**src/rtl/multiple_of_n_pkg.sv**
```systemverilog
// Shared definitions for the serial divisibility checker.
//   state_t    : FSM encoding (IDLE, RUN, DONE)
//   DEF_DIV_W  : default divisor / remainder width
//   DEF_CNT_W  : default accepted-bit counter width
package multiple_of_n_pkg;

  localparam int DEF_DIV_W = 8;
  localparam int DEF_CNT_W = 16;

  typedef enum logic [1:0] {
    IDLE = 2'b00,
    RUN  = 2'b01,
    DONE = 2'b10
  } state_t;

endpackage

```
**src/rtl/mod2_step.sv**
```systemverilog
// One MSB-first remainder step: r_next = (2*r + b) mod d.
// Ports:
//   r      : current remainder, must be < d
//   b      : incoming bit
//   d      : divisor (d == 0 is handled by the caller)
//   r_next : updated remainder
// Because r < d, t = 2r + b < 2d, so one conditional subtract
// replaces a divider.
module mod2_step #(
  parameter int DIV_W = 8
) (
  input  logic [DIV_W-1:0] r,
  input  logic             b,
  input  logic [DIV_W-1:0] d,
  output logic [DIV_W-1:0] r_next
);

  logic [DIV_W:0]   t;
  logic [DIV_W-1:0] t_low;
  logic             ge;

  assign t     = {r, b};
  assign t_low = t[DIV_W-1:0];
  assign ge    = (t >= {1'b0, d});
  // When ge holds the true difference is < d, so it fits in DIV_W bits
  // and the modulo-2^DIV_W subtraction of the low bits is exact.
  assign r_next = ge ? (t_low - d) : t_low;

endmodule

```
**src/rtl/multiple_of_n_serial.sv**
```systemverilog
// Serial divisibility checker for a runtime divisor.
// Bits arrive MSB first; after every accepted bit the registered
// remainder/multiple reflect the prefix seen so far. One out_valid
// pulse is produced per frame, in the single DONE cycle.
// Handshake: a bit transfers on a rising edge where in_valid and
// in_ready are both 1; in_bit, in_last and div are only looked at on
// such a transfer. in_ready is low only in the DONE cycle (and the
// first cycle after reset).
// Ports:
//   clk, reset_n            : clock, async active-low reset
//   in_valid/in_ready       : input handshake
//   in_bit, in_last         : serial data and end-of-frame marker
//   div                     : divisor, latched on a frame's first transfer
//   multiple, remainder     : running result for the current prefix
//   out_valid, out_multiple : per-frame result pulse
//   bit_count               : bits accepted in the frame (saturating)
//   err_div0                : frame was started with div == 0
//   dbg_state               : FSM state for observation
module multiple_of_n_serial
  import multiple_of_n_pkg::*;
#(
  parameter int DIV_W = DEF_DIV_W,
  parameter int CNT_W = DEF_CNT_W
) (
  input  logic             clk,
  input  logic             reset_n,
  input  logic             in_valid,
  output logic             in_ready,
  input  logic             in_bit,
  input  logic             in_last,
  input  logic [DIV_W-1:0] div,
  output logic             multiple,
  output logic [DIV_W-1:0] remainder,
  output logic             out_valid,
  output logic             out_multiple,
  output logic [CNT_W-1:0] bit_count,
  output logic             err_div0,
  output state_t           dbg_state
);

  state_t           state, state_n;
  logic [DIV_W-1:0] d_q, d_n;
  logic [DIV_W-1:0] rem_n;
  logic [CNT_W-1:0] cnt_n;
  logic             ready_n, mult_n, outv_n, outm_n, err_n;

  logic             xfer;
  logic [DIV_W-1:0] d_use, r_base, r_step, r_next;
  logic             mult_next;

  assign xfer      = in_valid && in_ready;
  assign dbg_state = state;

  // On the first bit of a frame the divisor is taken straight from the
  // port and the previous remainder is treated as 0.
  assign d_use  = (state == IDLE) ? div : d_q;
  assign r_base = (state == IDLE) ? '0 : remainder;

  mod2_step #(.DIV_W(DIV_W)) u_step (
    .r      (r_base),
    .b      (in_bit),
    .d      (d_use),
    .r_next (r_step)
  );

  // A zero divisor pins remainder and multiple at 0 for the whole frame.
  assign r_next    = (d_use == '0) ? '0 : r_step;
  assign mult_next = (d_use != '0) && (r_next == '0);

  always_comb begin
    state_n = state;
    d_n     = d_q;
    rem_n   = remainder;
    mult_n  = multiple;
    cnt_n   = bit_count;
    err_n   = err_div0;
    outv_n  = 1'b0;
    outm_n  = out_multiple;
    case (state)
      IDLE: begin
        if (xfer) begin
          d_n    = div;
          err_n  = (div == '0);
          cnt_n  = CNT_W'(1);
          rem_n  = r_next;
          mult_n = mult_next;
          if (in_last) begin
            state_n = DONE;
            outv_n  = 1'b1;
            outm_n  = mult_next;
          end else begin
            state_n = RUN;
          end
        end
      end
      RUN: begin
        if (xfer) begin
          rem_n  = r_next;
          mult_n = mult_next;
          if (bit_count != '1) cnt_n = bit_count + CNT_W'(1);
          if (in_last) begin
            state_n = DONE;
            outv_n  = 1'b1;
            outm_n  = mult_next;
          end
        end
      end
      DONE: begin
        state_n = IDLE;
        rem_n   = '0;
        mult_n  = 1'b0;
      end
      default: state_n = IDLE;
    endcase
    ready_n = (state_n != DONE);
  end

  always_ff @(posedge clk or negedge reset_n) begin
    if (!reset_n) begin
      state        <= IDLE;
      in_ready     <= 1'b0;
      multiple     <= 1'b0;
      remainder    <= '0;
      out_valid    <= 1'b0;
      out_multiple <= 1'b0;
      bit_count    <= '0;
      err_div0     <= 1'b0;
      d_q          <= '0;
    end else begin
      state        <= state_n;
      in_ready     <= ready_n;
      multiple     <= mult_n;
      remainder    <= rem_n;
      out_valid    <= outv_n;
      out_multiple <= outm_n;
      bit_count    <= cnt_n;
      err_div0     <= err_n;
      d_q          <= d_n;
    end
  end

endmodule
```
**config.mk**
```make
export PLATFORM = sky130hd
export DESIGN_NAME = multiple_of_n_serial
export DESIGN_NICKNAME = d
export VERILOG_FILES = /design/src/rtl/multiple_of_n_pkg.sv /design/src/rtl/mod2_step.sv /design/src/rtl/multiple_of_n_serial.sv
export SDC_FILE = /design/constraint.sdc
export NUM_CORES = 1
export LEC_CHECK = 0
export ABC_CLOCK_PERIOD_IN_PS = 3600
export CORE_MARGIN = 5
export CORE_UTILIZATION = 35
export DETAILED_ROUTE_END_ITERATION = 8
export SLEW_MARGIN = 20
export SYNTH_ARGS = -nofsm -noshare
export SYNTH_HDL_FRONTEND = slang
export SYNTH_SLANG_ARGS = --single-unit
```
**constraint.sdc**
```tcl
create_clock -name clk -period 3.6 [get_ports clk]
set_input_delay 0.54 -clock clk [delete_from_list [all_inputs] [get_ports clk]]
set_output_delay 0.54 -clock clk [all_outputs]
set_load 0.05 [all_outputs]
```
==> flow_metrics.env <==
export IMPL_layout_nets=319
export IMPL_netlist_area_leader_share_pct=40.8
export IMPL_total_switching_power_mw=0.908
export IMPL_clkLatencyLatePin_ps=290
export IMPL_critical_path_cell_chain="nor2_2 > mux2i_1 > inv_1 > fa_1 > nand2b_1 > a21oi_1 > nor4_1 > a311o_1 > o41a_1 > o41ai_2"
export IMPL_grt_pass1_vias=1900
export IMPL_floorplan_die_height_um=92.7
export IMPL_grt_pass1_wl_mm=9.27
export IMPL_grt_overflow_total=0
export IMPL_layout_cells_most_common="sky130_fd_sc_hd__clkdlybuf4s50_1"
export IMPL_antennaDiodeCount=0
export IMPL_critical_setup_path_kind="reg -> reg"
export IMPL_mappedNetlistArea_um2=2390
export IMPL_initial_utilization_pct=35.6
export IMPL_syn_to_final_growth_pct=24.7
export IMPL_maxCapViolations=0
export IMPL_layout_common_cells="sky130_fd_sc_hd__clkdlybuf4s50_1, sky130_fd_sc_hd__dfrtp_1, sky130_fd_sc_hd__nand2_1, sky130_fd_sc_hd__nor2_1, sky130_fd_sc_hd__nand3_1"
export IMPL_placeable_area_um2=6720
export IMPL_drc_errors=0
export IMPL_synthArstFlopShare_pct=100
export IMPL_clockPowerShare_pct=14.8
export IMPL_timing_hold_ws_ps=346
export IMPL_slowest_stage_delay_cp_ps=460
export IMPL_critical_path_startpoint_type="flop"
export IMPL_finalWeightedCongestion=0.809
export IMPL_groute_usage_overall_pct=13.3
export IMPL_syn_nets=272
export IMPL_ctsHoldBuffers=0
export IMPL_worst_endpoint_required_ps=3790
export IMPL_route_detailed_vias_per_inst=5.14
export IMPL_seq_power_share_pct=31.7
export IMPL_hold_viol_final=0
export IMPL_postSynthAreaPerCell_um2=9.60
export IMPL_synth_main_ff_cell="sky130_fd_sc_hd__dfrtp_1"
export IMPL_report_final_slew_viol_count=0
export IMPL_holdCritPathClass="in -> async"
export IMPL_number_of_buffers_inserted_by_post_cts_setup_repair=0
export IMPL_synthesis_instances=249
export IMPL_power_density_nw_per_um2=670
export IMPL_share_comb_of_total_power_pct=53.6
export IMPL_clockRootBuffer="sky130_fd_sc_hd__clkbuf_8"
export IMPL_htreeDepth=2
export IMPL_setup_tns_ps=0
export IMPL_floorplan_die_width_um=92.7
export IMPL_cts_tree="built"
export IMPL_period_needed_ps=3220
export IMPL_cp_arrival_ps=3410
export IMPL_p_sw_share_pct=45.5
export IMPL_drt_pre_antenna_iters=4
export IMPL_cell_internal_pwr_mw=1.09
export IMPL_cts_made_buffers=5
export IMPL_dp_hpwl_mm=4.19
export IMPL_path_clk_slew_ps=80
export IMPL_reg2regPathDepth=10
export IMPL_synth_seq_cells=39
export IMPL_timing_rr_end="out_multiple$_DFFE_PN0P_"
export IMPL_clock_skew_final_ps=3.41
export IMPL_avgRoutedWirePerCell_um=14.5
export IMPL_final_setup_fails=0
export IMPL_post_synth_top_area_cell="sky130_fd_sc_hd__dfrtp_1"
export IMPL_fin_crit_sh_pct=89.3
export IMPL_grt_start_max_net_pins=40
export IMPL_timing_max_slew_rel_slack_pct=43.3
export IMPL_numClockSinks=39
export IMPL_library_cells_used_by_synthesis=50
export IMPL_critical_path_s_top_delay_family="compound AO/OA/AOI/OAI gates"
export IMPL_total_power_mw=2.00
export IMPL_worstReg2RegStart="dbg_state[1]$_DFF_PN0_"
export IMPL_design_portCount=44
export IMPL_p_leak_nw=1.28
export IMPL_initial_detailed_routing_violation_count=135
export IMPL_yosys_top_cells_area="sky130_fd_sc_hd__dfrtp_1, sky130_fd_sc_hd__ha_1, sky130_fd_sc_hd__mux2i_1, sky130_fd_sc_hd__nand2_1, sky130_fd_sc_hd__mux2_2"
export IMPL_peak_supply_drop_v=0.000182
export IMPL_number_of_enable_flip_flop_cells_after_synthesis=0
export IMPL_timing_reg2reg_setup_slack_ps=380
export IMPL_setup_worst_path_end_class="flop"
export IMPL_antenna_violations_before_repair=0
export IMPL_post_detailed_route_count_of_antenna_violating_nets=0
export IMPL_yosysWarningCount=0
export IMPL_dieArea_um2=8580
export IMPL_share_of_layout_cells_above_drive_strength_1_pct=10.4
export IMPL_critPathSlowestCell="sky130_fd_sc_hd__dfrtp_1"
export IMPL_maximum_operating_frequency_ghz=0.311
export IMPL_drt_wl_total_mm=5.47
export IMPL_route_vias_total=1937
export IMPL_tightestPinTransition_ps=850
export IMPL_worst_path_max_fanout=7
export IMPL_core_rowCount=30
export IMPL_status="finished clean"
export IMPL_clock_tree_buffer_depth=2
export IMPL_worst_path_buffer_plus_inverter_count=1
export IMPL_port_buffers=43
export IMPL_setup_repair_after_global_routing_missed_its_margin="false"
export IMPL_post_cts_resize_count=0
export IMPL_yosysSeqAreaShare_pct=40.8
[power by group through the flow]
stage / Sequential [mW] / Clock, mW / Combinational [mW]
CTS: 0.632 / 0.306 / 1.07
global placement: 0.638 / 0 / 1.07
floorplan: 0.863 / 0 / 0.547
global route: 0.651 / 0.328 / 1.16
detailed placement: 0.639 / 0 / 1.07
finish: 0.632 / 0.295 / 1.07
[layout make-up]
class | instances | area (um^2)
clock buffer | 6 | 72.6
inverter | 10 | 37.5
tap | 80 | 100
sequential | 39 | 976
multi-input combinational | 194 | 1340
timing repair buffer | 46 | 448
fill | 650 | 3740
clock inverter | 2 | 12.5
[worst reg2reg max path, stage by stage, from the launching register on]
cell and delay (ps):
sky130_fd_sc_hd__dfrtp_1 460, sky130_fd_sc_hd__nor2_2 410, sky130_fd_sc_hd__mux2i_1 320, sky130_fd_sc_hd__inv_1 90, sky130_fd_sc_hd__fa_1 420, sky130_fd_sc_hd__nand2b_1 170
sky130_fd_sc_hd__a21oi_1 180, sky130_fd_sc_hd__nor4_1 70, sky130_fd_sc_hd__a311o_1 350, sky130_fd_sc_hd__o41a_1 450, sky130_fd_sc_hd__o41ai_2 200
[synth_stat cells (3+ instances only)]
cell and count:
sky130_fd_sc_hd__nor2_1 21, sky130_fd_sc_hd__o21ai_0 13, sky130_fd_sc_hd__xor2_1 7, sky130_fd_sc_hd__a22o_1 4
sky130_fd_sc_hd__nand3_1 15, sky130_fd_sc_hd__buf_2 3, sky130_fd_sc_hd__nand2_1 25, sky130_fd_sc_hd__and3_1 3
sky130_fd_sc_hd__or3_1 3, sky130_fd_sc_hd__ha_1 9, sky130_fd_sc_hd__nand4_1 4, sky130_fd_sc_hd__dfrtp_1 39
sky130_fd_sc_hd__and2_1 6, sky130_fd_sc_hd__mux2_2 8, sky130_fd_sc_hd__nor4_1 8, sky130_fd_sc_hd__nor3_1 6
sky130_fd_sc_hd__mux2i_1 11, sky130_fd_sc_hd__a21oi_1 8, sky130_fd_sc_hd__xnor2_1 9, sky130_fd_sc_hd__inv_1 10
[registers in the layout, summed over array words and instances (netlist names)]
| register | cells |
|---|---|
| multiple | 1 |
| dbg_state | 2 |
| bit_count | 16 |
| out_valid | 1 |
| d_q | 8 |
| out_multiple | 1 |
| remainder | 8 |
| in_ready | 1 |
| err_div0 | 1 |
[per-layer routing]
layer	wire length, um	vias up	share of wire, %	track usage (%)
li1	-	992	-	-
met1	2690	896	49	18.2
met2	2460	44	45	21.0
met3	270	5	4.9	3.41
met4	57	0	1.0	3.42
met5	0	-	0	0
[worst max-delay path by stage]
stage / cells after the start / endpoint / start / slack, ps
2_1_floorplan: 13 / out_multiple$_DFFE_PN0P_ / dbg_state[0]$_DFF_PN0_ / 220
3_5_place_dp: 11 / multiple$_DFFE_PN0P_ / div[0] / 380
4_1_cts: 10 / multiple$_DFFE_PN0P_ / dbg_state[1]$_DFF_PN0_ / 380
6_report: 10 / out_multiple$_DFFE_PN0P_ / dbg_state[1]$_DFF_PN0_ / 380
3_3_place_gp: 11 / out_multiple$_DFFE_PN0P_ / div[0] / 420
5_1_grt: 10 / out_multiple$_DFFE_PN0P_ / dbg_state[1]$_DFF_PN0_ / 110
[per-stage QoR]
stage / instances / util [%] / area, um^2 / worst slack (ps)
after CTS: 377 / 44.4 / 2980 / 385
final: 377 / 44.4 / 2980 / 384
after floorplan: 249 / - / 2390 / 221
after detailed placement: 369 / 43.1 / 2900 / 379
after global placement: 369 / 43.1 / 2900 / 418
after global routing: 377 / 44.4 / 2980 / 114
[cells by family after synthesis]
group | after synthesis | synth area share [%]
and+or+nand+nor | 104 | 22.0
AOI/OAI and AO/OA | 45 | 14.1
DFF | 39 | 40.8
buffers and inverters | 16 | 3.35
xor gates and xnor gates | 16 | 5.86
adders and majority gates | 10 | 5.55
muxes | 19 | 8.37
No activity file was read; power rests on OpenSTA's default activity.
